<file path="config.mk">
export PLATFORM = sky130hd
export DESIGN_NAME = coincidence_scan_controller
export DESIGN_NICKNAME = d
export VERILOG_FILES = /design/src/rtl/coincidence_scan_controller.sv
export SDC_FILE = /design/constraint.sdc
export NUM_CORES = 1
export LEC_CHECK = 0
export BUFFER_PORTS_ARGS = -buffer_cell sky130_fd_sc_hd__buf_2
export CAP_MARGIN = 5
export CORE_AREA = 2 2 111 113
export CTS_BUF_LIST = sky130_fd_sc_hd__clkbuf_2 sky130_fd_sc_hd__clkbuf_4 sky130_fd_sc_hd__clkbuf_8
export CTS_CLUSTER_DIAMETER = 30
export CTS_CLUSTER_SIZE = 25
export DETAILED_ROUTE_END_ITERATION = 6
export DIE_AREA = 0 0 113 115
export MAX_ROUTING_LAYER = met4
export REMOVE_ABC_BUFFERS = 1
export SLEW_MARGIN = 40
export SYNTH_ARGS = -nofsm -noshare
export SYNTH_HDL_FRONTEND = slang
export SYNTH_SLANG_ARGS = --single-unit
export TNS_END_PERCENT = 5
</file>
<file path="constraint.sdc">
create_clock -name sysClk -period 2.2 [get_ports sysClk]
set_input_delay 0.55 -clock sysClk [delete_from_list [all_inputs] [get_ports sysClk]]
set_output_delay 0.55 -clock sysClk [all_outputs]
set_load 0.01 [all_outputs]
</file>
<file path="src/rtl/coincidence_scan_controller.sv">
// coincidence_scan_controller: runs one histogram acquisition on the recorder, reads back every bin, finds each channel's rising edge.
// Latency: after the acquisition ends, CHANNEL_COUNT*(N+1)*(READ_SETTLE+3) cycles to done (+2 when auto-align issues its commands).
// Backpressure: none; start is dropped unless idle, and the recorder's busy flag paces the acquisition wait.
// Ports: sysClk/sysReset_n (async active-low); start/alignChannel request; busy/done/timeoutError/edgeValid status;
//        resultChannel -> resultBin result read mux; csrStrobe/csrData command port out, csrStatus recorder status in.
// Optional macro COINCIDENCE_SCAN_AUTOALIGN_EN: after the scan, program the coincidence point and realign the heartbeat.
module coincidence_scan_controller #(
  parameter int CHANNEL_COUNT               = 2,
  parameter int SAMPLE_CLKS_PER_COINCIDENCE = 16,
  parameter int SUM_WIDTH                   = 10,
  parameter int THRESHOLD                   = 512,
  parameter int READ_SETTLE                 = 8,
  parameter int BUSY_TIMEOUT                = 1023,
  parameter int ALIGN_OFFSET                = 0,
  localparam int MUXSEL_WIDTH               = $clog2(CHANNEL_COUNT),
  localparam int BW                         = $clog2(SAMPLE_CLKS_PER_COINCIDENCE)
) (
  input  logic                     sysClk,
  input  logic                     sysReset_n,
  input  logic                     start,
  input  logic [MUXSEL_WIDTH-1:0]  alignChannel,
  output logic                     busy,
  output logic                     done,
  output logic                     timeoutError,
  output logic [CHANNEL_COUNT-1:0] edgeValid,
  input  logic [MUXSEL_WIDTH-1:0]  resultChannel,
  output logic [BW-1:0]            resultBin,
  output logic                     csrStrobe,
  output logic [31:0]              csrData,
  input  logic [31:0]              csrStatus
);

  localparam int N       = SAMPLE_CLKS_PER_COINCIDENCE;
  localparam int CNT_MAX = (BUSY_TIMEOUT > READ_SETTLE) ? BUSY_TIMEOUT : READ_SETTLE;
  localparam int CNT_W   = $clog2(CNT_MAX + 2);
  localparam logic [SUM_WIDTH-1:0] THR    = SUM_WIDTH'(THRESHOLD);
  // Truncation to BW bits is the mod-N wrap (N is a power of two).
  localparam logic [BW-1:0]        OFFSET = BW'(ALIGN_OFFSET);

  localparam logic [31:0] CMD_ACQ     = 32'h8000_0000;
  localparam logic [31:0] CMD_COINC   = 32'h4000_0000;
  localparam logic [31:0] CMD_REALIGN = 32'h2000_0000;

  typedef enum logic [3:0] {
    S_IDLE, S_ACQ, S_WAIT_HI, S_WAIT_LO, S_READ, S_SETTLE, S_SAMPLE,
`ifdef COINCIDENCE_SCAN_AUTOALIGN_EN
    S_COINC, S_REALIGN,
`endif
    S_DONE
  } state_t;

  state_t                   state_q, state_d;
  logic [CNT_W-1:0]         cnt_q, cnt_d;
  logic [BW:0]              rd_q, rd_d;          // read index 0..N within a channel
  logic [MUXSEL_WIDTH-1:0]  ch_q, ch_d;
  logic [MUXSEL_WIDTH-1:0]  align_ch_q, align_ch_d;
  logic                     prev_hi_q, prev_hi_d;
  logic [CHANNEL_COUNT-1:0] edge_valid_q, edge_valid_d;
  logic [BW-1:0]            result_q [CHANNEL_COUNT];
  logic [BW-1:0]            result_d [CHANNEL_COUNT];
  logic                     timeout_q, timeout_d;
  logic [31:0]              csr_data_q, csr_data_d;

  logic [BW:0]              rd_m1;
  logic [BW-1:0]            cur_bin;
  logic                     cur_hi;
  logic [BW-1:0]            align_bin;
  logic                     csr_strobe;
  logic [31:0]              cmd_word;
  logic                     unused_status;

  // Read 0 fetches bin N-1 to seed "previous"; read k>0 fetches bin k-1.
  assign rd_m1     = rd_q - (BW+1)'(1);
  assign cur_bin   = rd_m1[BW-1:0];
  assign cur_hi    = csrStatus[SUM_WIDTH-1:0] >= THR;
  assign align_bin = result_q[align_ch_q] + OFFSET;

`ifdef COINCIDENCE_SCAN_AUTOALIGN_EN
  assign unused_status = ^csrStatus[30:SUM_WIDTH];
`else
  assign unused_status = ^{csrStatus[30:SUM_WIDTH], align_bin};
`endif

  // State register
  always_ff @(posedge sysClk or negedge sysReset_n) begin
    if (!sysReset_n) begin
      state_q      <= S_IDLE;
      cnt_q        <= '0;
      rd_q         <= '0;
      ch_q         <= '0;
      align_ch_q   <= '0;
      prev_hi_q    <= 1'b0;
      edge_valid_q <= '0;
      result_q     <= '{default: '0};
      timeout_q    <= 1'b0;
      csr_data_q   <= '0;
    end else begin
      state_q      <= state_d;
      cnt_q        <= cnt_d;
      rd_q         <= rd_d;
      ch_q         <= ch_d;
      align_ch_q   <= align_ch_d;
      prev_hi_q    <= prev_hi_d;
      edge_valid_q <= edge_valid_d;
      result_q     <= result_d;
      timeout_q    <= timeout_d;
      csr_data_q   <= csr_data_d;
    end
  end

  // Next-state and datapath
  always_comb begin
    state_d      = state_q;
    cnt_d        = cnt_q;
    rd_d         = rd_q;
    ch_d         = ch_q;
    align_ch_d   = align_ch_q;
    prev_hi_d    = prev_hi_q;
    edge_valid_d = edge_valid_q;
    result_d     = result_q;
    timeout_d    = timeout_q;
    // cmd_word already falls back to the held word when no strobe is issued.
    csr_data_d   = cmd_word;
    case (state_q)
      S_IDLE: begin
        if (start) begin
          align_ch_d   = alignChannel;
          edge_valid_d = '0;
          timeout_d    = 1'b0;
          state_d      = S_ACQ;
        end
      end
      S_ACQ: begin
        cnt_d   = '0;
        state_d = S_WAIT_HI;
      end
      S_WAIT_HI: begin
        if (csrStatus[31]) begin
          state_d = S_WAIT_LO;
        end else if (cnt_q >= CNT_W'(BUSY_TIMEOUT)) begin
          timeout_d = 1'b1;
          state_d   = S_DONE;
        end else begin
          cnt_d = cnt_q + CNT_W'(1);
        end
      end
      S_WAIT_LO: begin
        if (!csrStatus[31]) begin
          rd_d    = '0;
          ch_d    = '0;
          state_d = S_READ;
        end
      end
      S_READ: begin
        cnt_d   = '0;
        state_d = S_SETTLE;
      end
      S_SETTLE: begin
        // READ_SETTLE+1 cycles here: a full READ_SETTLE after the strobe cycle before sampling.
        if (cnt_q == CNT_W'(READ_SETTLE)) state_d = S_SAMPLE;
        else                              cnt_d   = cnt_q + CNT_W'(1);
      end
      S_SAMPLE: begin
        prev_hi_d = cur_hi;
        // Only the first low->high transition in scan order is kept.
        if ((rd_q != '0) && !prev_hi_q && cur_hi && !edge_valid_q[ch_q]) begin
          edge_valid_d[ch_q] = 1'b1;
          result_d[ch_q]     = cur_bin;
        end
        if (rd_q == (BW+1)'(N)) begin
          rd_d = '0;
          if (ch_q == MUXSEL_WIDTH'(CHANNEL_COUNT - 1)) begin
`ifdef COINCIDENCE_SCAN_AUTOALIGN_EN
            // Use the _d view so an edge found on this very sample counts.
            state_d = edge_valid_d[align_ch_q] ? S_COINC : S_DONE;
`else
            state_d = S_DONE;
`endif
          end else begin
            ch_d    = ch_q + MUXSEL_WIDTH'(1);
            state_d = S_READ;
          end
        end else begin
          rd_d    = rd_q + (BW+1)'(1);
          state_d = S_READ;
        end
      end
`ifdef COINCIDENCE_SCAN_AUTOALIGN_EN
      S_COINC:   state_d = S_REALIGN;
      S_REALIGN: state_d = S_DONE;
`endif
      S_DONE:    state_d = S_IDLE;
      default:   state_d = S_IDLE;
    endcase
  end

  // Outputs
  always_comb begin
    busy       = (state_q != S_IDLE) && (state_q != S_DONE);
    done       = (state_q == S_DONE);
    csr_strobe = 1'b0;
    cmd_word   = csr_data_q;
    case (state_q)
      S_ACQ: begin
        csr_strobe = 1'b1;
        cmd_word   = CMD_ACQ;
      end
      S_READ: begin
        csr_strobe = 1'b1;
        cmd_word   = (32'(ch_q) << 24) | 32'(cur_bin);
      end
`ifdef COINCIDENCE_SCAN_AUTOALIGN_EN
      S_COINC: begin
        csr_strobe = 1'b1;
        cmd_word   = CMD_COINC | 32'(align_bin);
      end
      S_REALIGN: begin
        csr_strobe = 1'b1;
        cmd_word   = CMD_REALIGN;
      end
`endif
      default: ;
    endcase
  end

  assign csrStrobe    = csr_strobe;
  assign csrData      = cmd_word;
  assign timeoutError = timeout_q;
  assign edgeValid    = edge_valid_q;
  assign resultBin    = result_q[resultChannel];

endmodule

</file>
After elaboration in Yosys (flattened, before gate mapping)
Cells that the tools add are included.
Widths: inputs -> output; s select.
{"block": "totals", "reg_bits": 65, "input_bits": 37, "output_inout_bits": 42, "elab_cells": 106}
{"block": "op_classes", "add_sub_neg": 4, "n_lt_le_gt_ge": 7, "n_eq_ne": 20, "n_mux": 38, "n_bitwise": 4, "n_reduce_logical": 23}
{"operator": "$pmux 32 s2", "n": 1}
{"operator": "$mux 4", "n": 10}
{"operator": "$mux 11", "n": 3}
{"operator": "$pmux 11 s3", "n": 1}
{"operator": "$pmux 4 s7", "n": 1}
{"operator": "$or 25x4->25", "n": 1}
{"operator": "$ne 2x2->1 const B", "n": 9}
{"operator": "$eq 4x3->1 const B", "n": 4}
{"operator": "$reduce_and 4->1", "n": 3}
{"operator": "$add 11x1->11 const B", "n": 1}
{"operator": "$eq 11x4->1 const B", "n": 1}
{"operator": "$ge 11x10->1 const B", "n": 1}
{"operator": "$ge 10x10->1 const B", "n": 1}
{"operator": "$mux 1", "n": 10}
{"operator": "$mux 5", "n": 2}
{"operator": "$pmux 5 s2", "n": 1}
{"operator": "$bwmux 8", "n": 1}
{"operator": "$eq 4x2->1 const B", "n": 2}
{"operator": "$logic_and 1x1->1", "n": 6}
{"operator": "$mux 2", "n": 3}
{"operator": "$reduce_and 3->1", "n": 2}
{"operator": "$reduce_bool 2->1", "n": 3}
{"operator": "$add 5x1->5 const B", "n": 1}
{"operator": "$eq 5x5->1 const B", "n": 1}
{"operator": "22 further kinds", "n": 27}

Logic depth before layout (Yosys ltp)
Gate-level depths: netlist of run 1.
{"block": "depth", "ltp_word": 7, "mapped_depth": 8, "depth_no_buf": 7}

Worst setup path after synthesis of run 1
Ideal clock, no wire load.
{"block": "synth_path", "kind": "register to output", "start": "reg state_q[2]", "end": "out csrData[10]", "arrival_ps": 1461, "required_ps": 1650, "setup_slack_ps": 189, "stages_incl_launch_ff": 5, "n_path_buf": 1, "path_cell_list": "dfrtp_1 -> nand2b_1 -> a21oi_1 -> clkbuf_1 -> nor2b_1"}
{"block": "synth_between", "elab_chain_len": 2, "elab_cells_between_ends": 3, "classes_between": "eq/ne: 2; mux: 1"}
{"element": "start, declared", "line": "52", "source": "state_t state_q, state_d;"}
{"element": "start signal, assigned", "line": "98", "source": "state_q <= state_d;"}
{"element": "$eq 4x3->1 / $eq 4x1->1 (equally long branches)", "line": "203", "source": "case (state_q)"}
{"element": "$pmux 32 s2 (*)", "line": "203"}
{"element": "end, declared", "line": "29", "source": "output logic [31:0] csrData,"}
Mark *: on every way between the ends. The rest lies on a longest branch, timed or not.

Worst setup path in the final report of run 1
{"block": "layout_path", "start": "reg state_q[2]", "end": "out csrData[25]"}
The elaborated chain is that of the path after synthesis.

==> impl_metrics.csv, run 1 <==
group,metric,value,unit
timing,drv_slew,0,
floorplanning,chipHeight,115,µm
pwr,power_density,589,nW/µm²
outcome,violations,"DRC, setup timing",
timing,finalHoldViolations,0,
synth,synth_compound_area_share,14.4,%
synth,synth.top_cell.area_share,55.2,%
worst_setup_path,end_kind,"primary output",
worst_setup_path,worstPathRequired,1.65,ns
worst_setup_path,crit_fanout,15,
cts,htreeDepth,3,
outcome,status,"finished with violations",
synth,synth_cell_type_count,44,
worst_setup_path,cpPeakStageDelay,0.40,ns
detailed_routing,drt_iter0_drc,94,
timing,slew_headroom,59.0,%
worst_setup_path,start_kind,"flop",
floorplanning,ios,79,
detailed_routing,wl_per_cell,13.5,µm
placed_design,place_area,3410,µm²
global_routing,antenna_found_initial,0,
floorplanning,start_util,24.6,%
synth,synth_commonest_cells,"64 x dfrtp_1, 28 x nor2b_1, 26 x o21ai_0",
cts,clkTransAtPathRegs,0.07,ns
timing,finalCriticalPeriod,2.23,ns
synth,synth_xor_area_share,0.906,%
synth,yosys_register_bits,64,
synth,synthCells,275,
placed_design,place.gp.congestion,0.792,
synth,synth_edf_count,0,
detailed_routing,vias,2303,
floorplanning,placementRows,40,
synth,synth_simple_gate_area_share,20.0,%
synth,synthAdderAreaFrac,2.16,%
timing,fin_skew,0.00694,ns
synth,synth_ff_type,"dfrtp_1",
synth,synth.most_common_cell,"dfrtp_1",
detailed_routing,wl,6770,µm
floorplanning,dieArea,13000,µm²
worst_setup_path,cp.arrival,1.68,ns
cts,worstSkewPairLatency,0.35,ns
min_path,hold_class,"input port to asynchronous set/reset pin",
cts,ctsLongestPathBuffers,2,
timing,rsz0062_at_grt,"true",
pwr,worst_ir_drop_vdd,0.320,mV
synth,synth_top_family_by_area,"simple AND/OR/NAND/NOR gates",
placed_design,portBuffers,47,
synth,syn_area_per_cell,10.5,µm²
cts,clockRootBuffer,"clkbuf_8",
cells_and_area,final_core_util,32.4,%
cts,cts_tree,"done",
pwr,p_total,2.26,mW
timing,setup_viol,26,
detailed_routing,route.detailed.drc,3,
synth,synthTopCellsByArea,"dfrtp_1 55%, nor2b_1 6.0%, o21ai_0 4.5%, mux2_2 4.3%, a21oi_1 3.1%",
synth,yosysTopAreaCell,"dfrtp_1",
detailed_routing,vias_per_cell,4.58,
placed_design,hpwlAfterDp,4570,µm
synth,synth.area.mux_share,4.62,%
cts,cts_buffers,9,
global_routing,grt_max_degree,37,
worst_setup_path,crit_chain,"buf_6 -> nand2b_4 -> a21oi_4 -> clkbuf_16 -> nor2b_1 -> buf_2",
timing,worst_slew_pin_slew,0.615,ns
cells_and_area,fillers,1233,
cells_and_area,synthToLayoutAreaGrowth,32.1,%
worst_setup_path,path_class,"flop to primary output",
synth,async_flop_share,100,%
worst_setup_path,slowest_stage,"dfrtp_1",
cts,cts_sinks,64,
cells_and_area,n_antenna_cell,0,
pwr,p_leak,1.92,nW
global_routing,track_usage,10.6,%
timing,fin_crit_sh,101,%
cells_and_area,multi_input_area,1330,µm²
global_routing,grt_pass1_vias,2143,
global_routing,grt_overflow_total,0,
floorplanning,fp.dieW,113,µm
timing,fmax,449,MHz
flow_run,maxCapViolCount,0,
synth,synth.cell_area,2900,µm²
cells_and_area,drive_gt1_share,35.4,%
timing,worst_slack,-0.0270,ns
floorplanning,core,11800,µm²
detailed_routing,ant_nets,0,
cells_and_area,nets,393,
detailed_routing,drtPass1Iterations,6,
cells_and_area,regArea,1610,µm²
cells_and_area,stdcell_area,3830,µm²
synth,yosysSeqAreaShare,55.2,%
synth,synth_warnings,0,
global_routing,grt_pass1_wl,10500,µm
==> layout by cell type (no fill, tap or decap), types with 5 or more instances in the layout <==
cell      Yosys  layout
a21oi_1      18      17
buf_2         1      47
buf_4         3      23
clkbuf_8      0       9
dfrtp_1      64      60
inv_1         8       6
mux2_2       11      11
nand2_1      24      23
nand2b_1      8       6
nand3_1       7       7
nor2_1       18      16
nor2b_1      28      28
o21ai_0      26      21
o21ai_1       1       5
o31ai_1       5       5
==> final cells by class <==
type                            count  area share (%)
Tap cell                          147            4.80
Clock buffer                       12            3.82
Timing Repair Buffer               74            12.6
Clock inverter                      4            1.18
Sequential cell                    64            41.9
Inverter                            9           0.947
Multi-Input combinational cell    193            34.7
==> registers in the layout (all words and copies together), names as in the netlist <==
name	cells
ch_q	1
cnt_q	11
csr_data_q	32
edgeValid	2
prev_hi_q	1
rd_q	5
result_q	8
state_q	3
timeoutError	1
==> worst max-delay path, delay by kind of cell, from the launching register on <==
family	cells	cell delay [ns]
buf+inv	3	0.49
flops	1	0.40
compound gates	1	0.21
simple gates	2	0.21
==> power breakdown <==
part,switching [mW],total (mW),internal [mW]
Sequential,0.00475,1.19,1.19
Clock,0.449,1.00,0.556
Combinational,0.0383,0.0629,0.0246
Total,0.492,2.26,1.77
==> stage by stage <==
| step | std cells | setup TNS (ns) | worst slack (ns) | hold WS, ns |
|---|---|---|---|---|
| detailed placement | 475 | -0.00294 | -0.00294 | 0.491 |
| CTS | 493 | -1.29 | -0.0605 | 0.211 |
| global route | 503 | -3.48 | -0.130 | 0.236 |
| finish | 503 | -0.356 | -0.0270 | 0.207 |
| global placement | 475 | 0 | 0.0922 | 0.482 |
| floorplan | 266 | -35.27 | -0.750 | 0.254 |
==> worst paths after layout <==
check                      cells past startpoint          from        endpoint  slack (ns)
max                                            6    state_q[2]     csrData[25]       -0.03
min                                            1    sysReset_n    edgeValid[0]        0.21
max reg2reg                                    7      cnt_q[0]        cnt_q[8]        0.11
min reg2reg                                    2  edgeValid[1]    edgeValid[1]        0.51
max in group asynchronous                      2    sysReset_n  csr_data_q[21]        1.37
min in group sysClk                            2  edgeValid[1]    edgeValid[1]        0.51
==> metal layers <==
layer / vias to the layer above / global-route usage, % / part of all wire, %
met2: 43 / 16.4 / 48
met3: 8 / 4.06 / 4.6
met4: 0 / 3.33 / 1.2
met5: - / - / 0
li1: 1117 / - / -
met1: 1135 / 12.9 / 46
==> what timing repair did <==
item,CTS,global route
gates resized for setup,17,14
pin swaps,1,6
hold endpoints to repair,0,0
setup endpoints to repair,36,39
buffers inserted,2,9
hold buffers,0,0
gates cloned,0,1
==> logic make-up (layout without fill, tap and decap cells) <==
| logic type | after synthesis | in the layout |
|---|---|---|
| AOI/OAI and AO/OA | 68 | 68 |
| and+or+nand+nor | 105 | 105 |
| DFF | 64 | 64 |
| adders and majority gates | 5 | 5 |
| buffers and inverters | 18 | 99 |
| muxes | 12 | 12 |
| xor gates and xnor gates | 3 | 3 |
No activity file was read; power rests on OpenSTA's default activity.
==> inputs of run 2 (changes only) <==
- CAP_MARGIN: 5 -> not set
- CTS_BUF_LIST: sky130_fd_sc_hd__clkbuf_2 sky130_fd_sc_hd__clkbuf_4 sky130_fd_sc_hd__clkbuf_8 -> not set
- clock period: 2.2 -> 2.7 ns (I/O delays scaled with it)
==> impl_metrics.csv, run 2 (same netlist as run 1, synthesis figures left out) <==
group,metric,value,unit
detailed_routing,vias,2203,
floorplanning,dieArea,13000,µm²
timing,worst_slack,0.215,ns
floorplanning,chipHeight,115,µm
detailed_routing,met2_length,3060,µm
pwr,worst_ir_drop_vdd,0.343,mV
cells_and_area,synthToLayoutAreaGrowth,26.3,%
detailed_routing,drt_iter0_drc,118,
pwr,p_leak,1.82,nW
timing,finalCriticalPeriod,2.48,ns
detailed_routing,top_layer_used,"met4",
cells_and_area,fillers,1259,
floorplanning,ios,79,
cts,clockRootBuffer,"clkbuf_16",
detailed_routing,wl,6390,µm
floorplanning,start_util,24.6,%
timing,fin_setup_tns,0,ns
timing,finalHoldViolations,0,
global_routing,grt_overflow_total,0,
detailed_routing,drtPass1Iterations,6,
pwr,power.share.switching,20.2,%
pwr,power_density,597,nW/µm²
timing,drv_slew,0,
worst_setup_path,cp.arrival,1.81,ns
cells_and_area,drive_gt1_share,27.2,%
outcome,violations,"DRC",
global_routing,grt_pass1_vias,2236,
detailed_routing,ant_nets,0,
cells_and_area,largest_reg_flops,32,
detailed_routing,route.detailed.drc,3,
cts,htreeDepth,3,
timing,hold_slack,0.369,ns
worst_setup_path,cp_common_cell,"buf_4",
cells_and_area,top_regs,"csr_data_q x32, cnt_q x11, result_q x8",
pwr,pwr-share-clk,53.4,%
detailed_routing,met1Wirelength,2960,µm
placed_design,pre_cts_slack,0.467,ns
worst_setup_path,crit_family,"buffers and inverters",
cts,cts_tree,"done",
flow_run,maxCapViolCount,0,
placed_design,hpwlAfterDp,4520,µm
cells_and_area,final_common_cell,"dfrtp_1",
worst_setup_path,crit_chain,"buf_4 -> nand2b_1 -> a21oi_2 -> buf_4 -> nor2b_1 -> buf_2",
cells_and_area,fin_cells,485,
worst_setup_path,worstPathRequired,2.03,ns
worst_setup_path,cp.buffers_inverters,3,
pwr,p_int,1.75,mW
worst_setup_path,cpPeakStageDelay,0.40,ns
placed_design,place.gp.congestion,0.797,
cts,cts_sinks,64,
outcome,status,"finished with violations",
cells_and_area,most-common-layout-cells,"64 x dfrtp_1, 47 x buf_2, 28 x nor2b_1",
global_routing,antenna_found_initial,0,
floorplanning,core,11800,µm²
cts,hold_buffers,0,
timing,worst_slew_pin_slew,0.640,ns
timing,rsz0062_at_grt,"false",
timing,fin_crit_sh,92.0,%
placed_design,portBuffers,47,
global_routing,track_usage,11.0,%
pwr,power_frac_seq,44.4,%
floorplanning,placementRows,40,
cells_and_area,top_register,"csr_data_q",
worst_setup_path,crit_fanout,28,
worst_setup_path,end_kind,"primary output",
placed_design,placed_cells,469,
pwr,power.switching,441,µW
worst_setup_path,start_kind,"flop",
timing,fmax,402,MHz
cells_and_area,nets,375,
worst_setup_path,path_class,"flop to primary output",
min_path,hold_class,"input port to asynchronous set/reset pin",
global_routing,grt_max_degree,29,
pwr,p_comb_share,2.2,%
cts,cts_buffers,9,
cts,ctsLongestPathBuffers,2,
timing,fin_skew,0.00450,ns
worst_setup_path,slowest_stage,"dfrtp_1",
timing,setup_viol,0,
timing,slew_headroom,57.4,%
detailed_routing,vias_per_cell,4.54,
cells_and_area,n_antenna_cell,0,
detailed_routing,wl_met3,353,µm
detailed_routing,wl_per_cell,13.2,µm
cts,worstSkewPairLatency,0.33,ns
global_routing,grt_pass1_wl,10900,µm
cts,clkTransAtPathRegs,0.05,ns
floorplanning,fp.dieW,113,µm
[run 2: cell types whose count changed in the layout (fill, tap and decap cells not counted), moves of 3 or more]
cell / change
o21ai_1: -3
clkbuf_8: -7
buf_4: -14
clkbuf_4: -3
clkbuf_16: +8
o21ai_0: +4
dfrtp_1: +4
dfrtp_2: -4
[run 2: final timing paths]
path                        startpoint        endpoint  slack, ns  depth (start not counted)
max reg2reg                   cnt_q[0]        cnt_q[2]       0.53                          7
min reg2reg                result_q[0]     result_q[0]       0.50                          1
min in group sysClk        result_q[0]     result_q[0]       0.50                          1
max in group asynchronous   sysReset_n  csr_data_q[26]       1.62                          2
min                         sysReset_n    edgeValid[1]       0.37                          1
max                         state_q[2]     csrData[29]       0.22                          6
[run 2: area by class of cell]
cell class	instances	area, µm²	share of cell area, %
clock buffers	11	253	6.90
clock inverters	5	55.1	1.50
inverters	9	33.8	0.922
multi-input cells	193	1230	33.7
flip-flops and latches	64	1600	43.7
well taps	147	184	5.02
repair buffers	56	303	8.27
[run 2: power by group through the flow]
stage	clock (mW)	combinational (mW)	sequential (mW)
global route	1.25	0.0562	0.971
CTS	1.21	0.0509	0.971
global placement	0	0.0498	0.987
detailed placement	0	0.0510	0.988
finish	1.17	0.0489	0.971
floorplan	0	0.0160	0.987
[run 2: through the flow]
step | utilization, % | power [mW] | cell area (µm²)
5_1_grt | 31.0 | 2.28 | 3660
6_report | 31.0 | 2.19 | 3660
3_3_place_gp | 28.3 | 1.04 | 3340
3_5_place_dp | 28.3 | 1.04 | 3340
2_1_floorplan | - | 1.00 | 2850
4_1_cts | 30.9 | 2.23 | 3650
[run 2: worst reg2reg max path: cells and delay by family (launching register included)]
| family | cells | cell delay (ns) |
|---|---|---|
| buffers and inverters | 1 | 0.11 |
| AO/OA/AOI/OAI | 3 | 0.68 |
| adder cells (fa/ha/maj) | 1 | 0.15 |
| flip-flops | 1 | 0.41 |
| AND/OR/NAND/NOR | 2 | 0.75 |
[run 2: timing repair]
action / 4_1_cts / 5_1_grt
endpoints found under the setup margin: 0 / 2
endpoints found under the hold margin: 0 / 0
resized for setup: 0 / 3
setup buffers: 0 / 0
[run 2: routing by layer]
metal / GRT usage (%) / vias to the layer above
met4: 2.76 / 0
li1: - / 1076
met1: 13.3 / 1080
met3: 4.64 / 4
met5: - / -
met2: 17.0 / 43
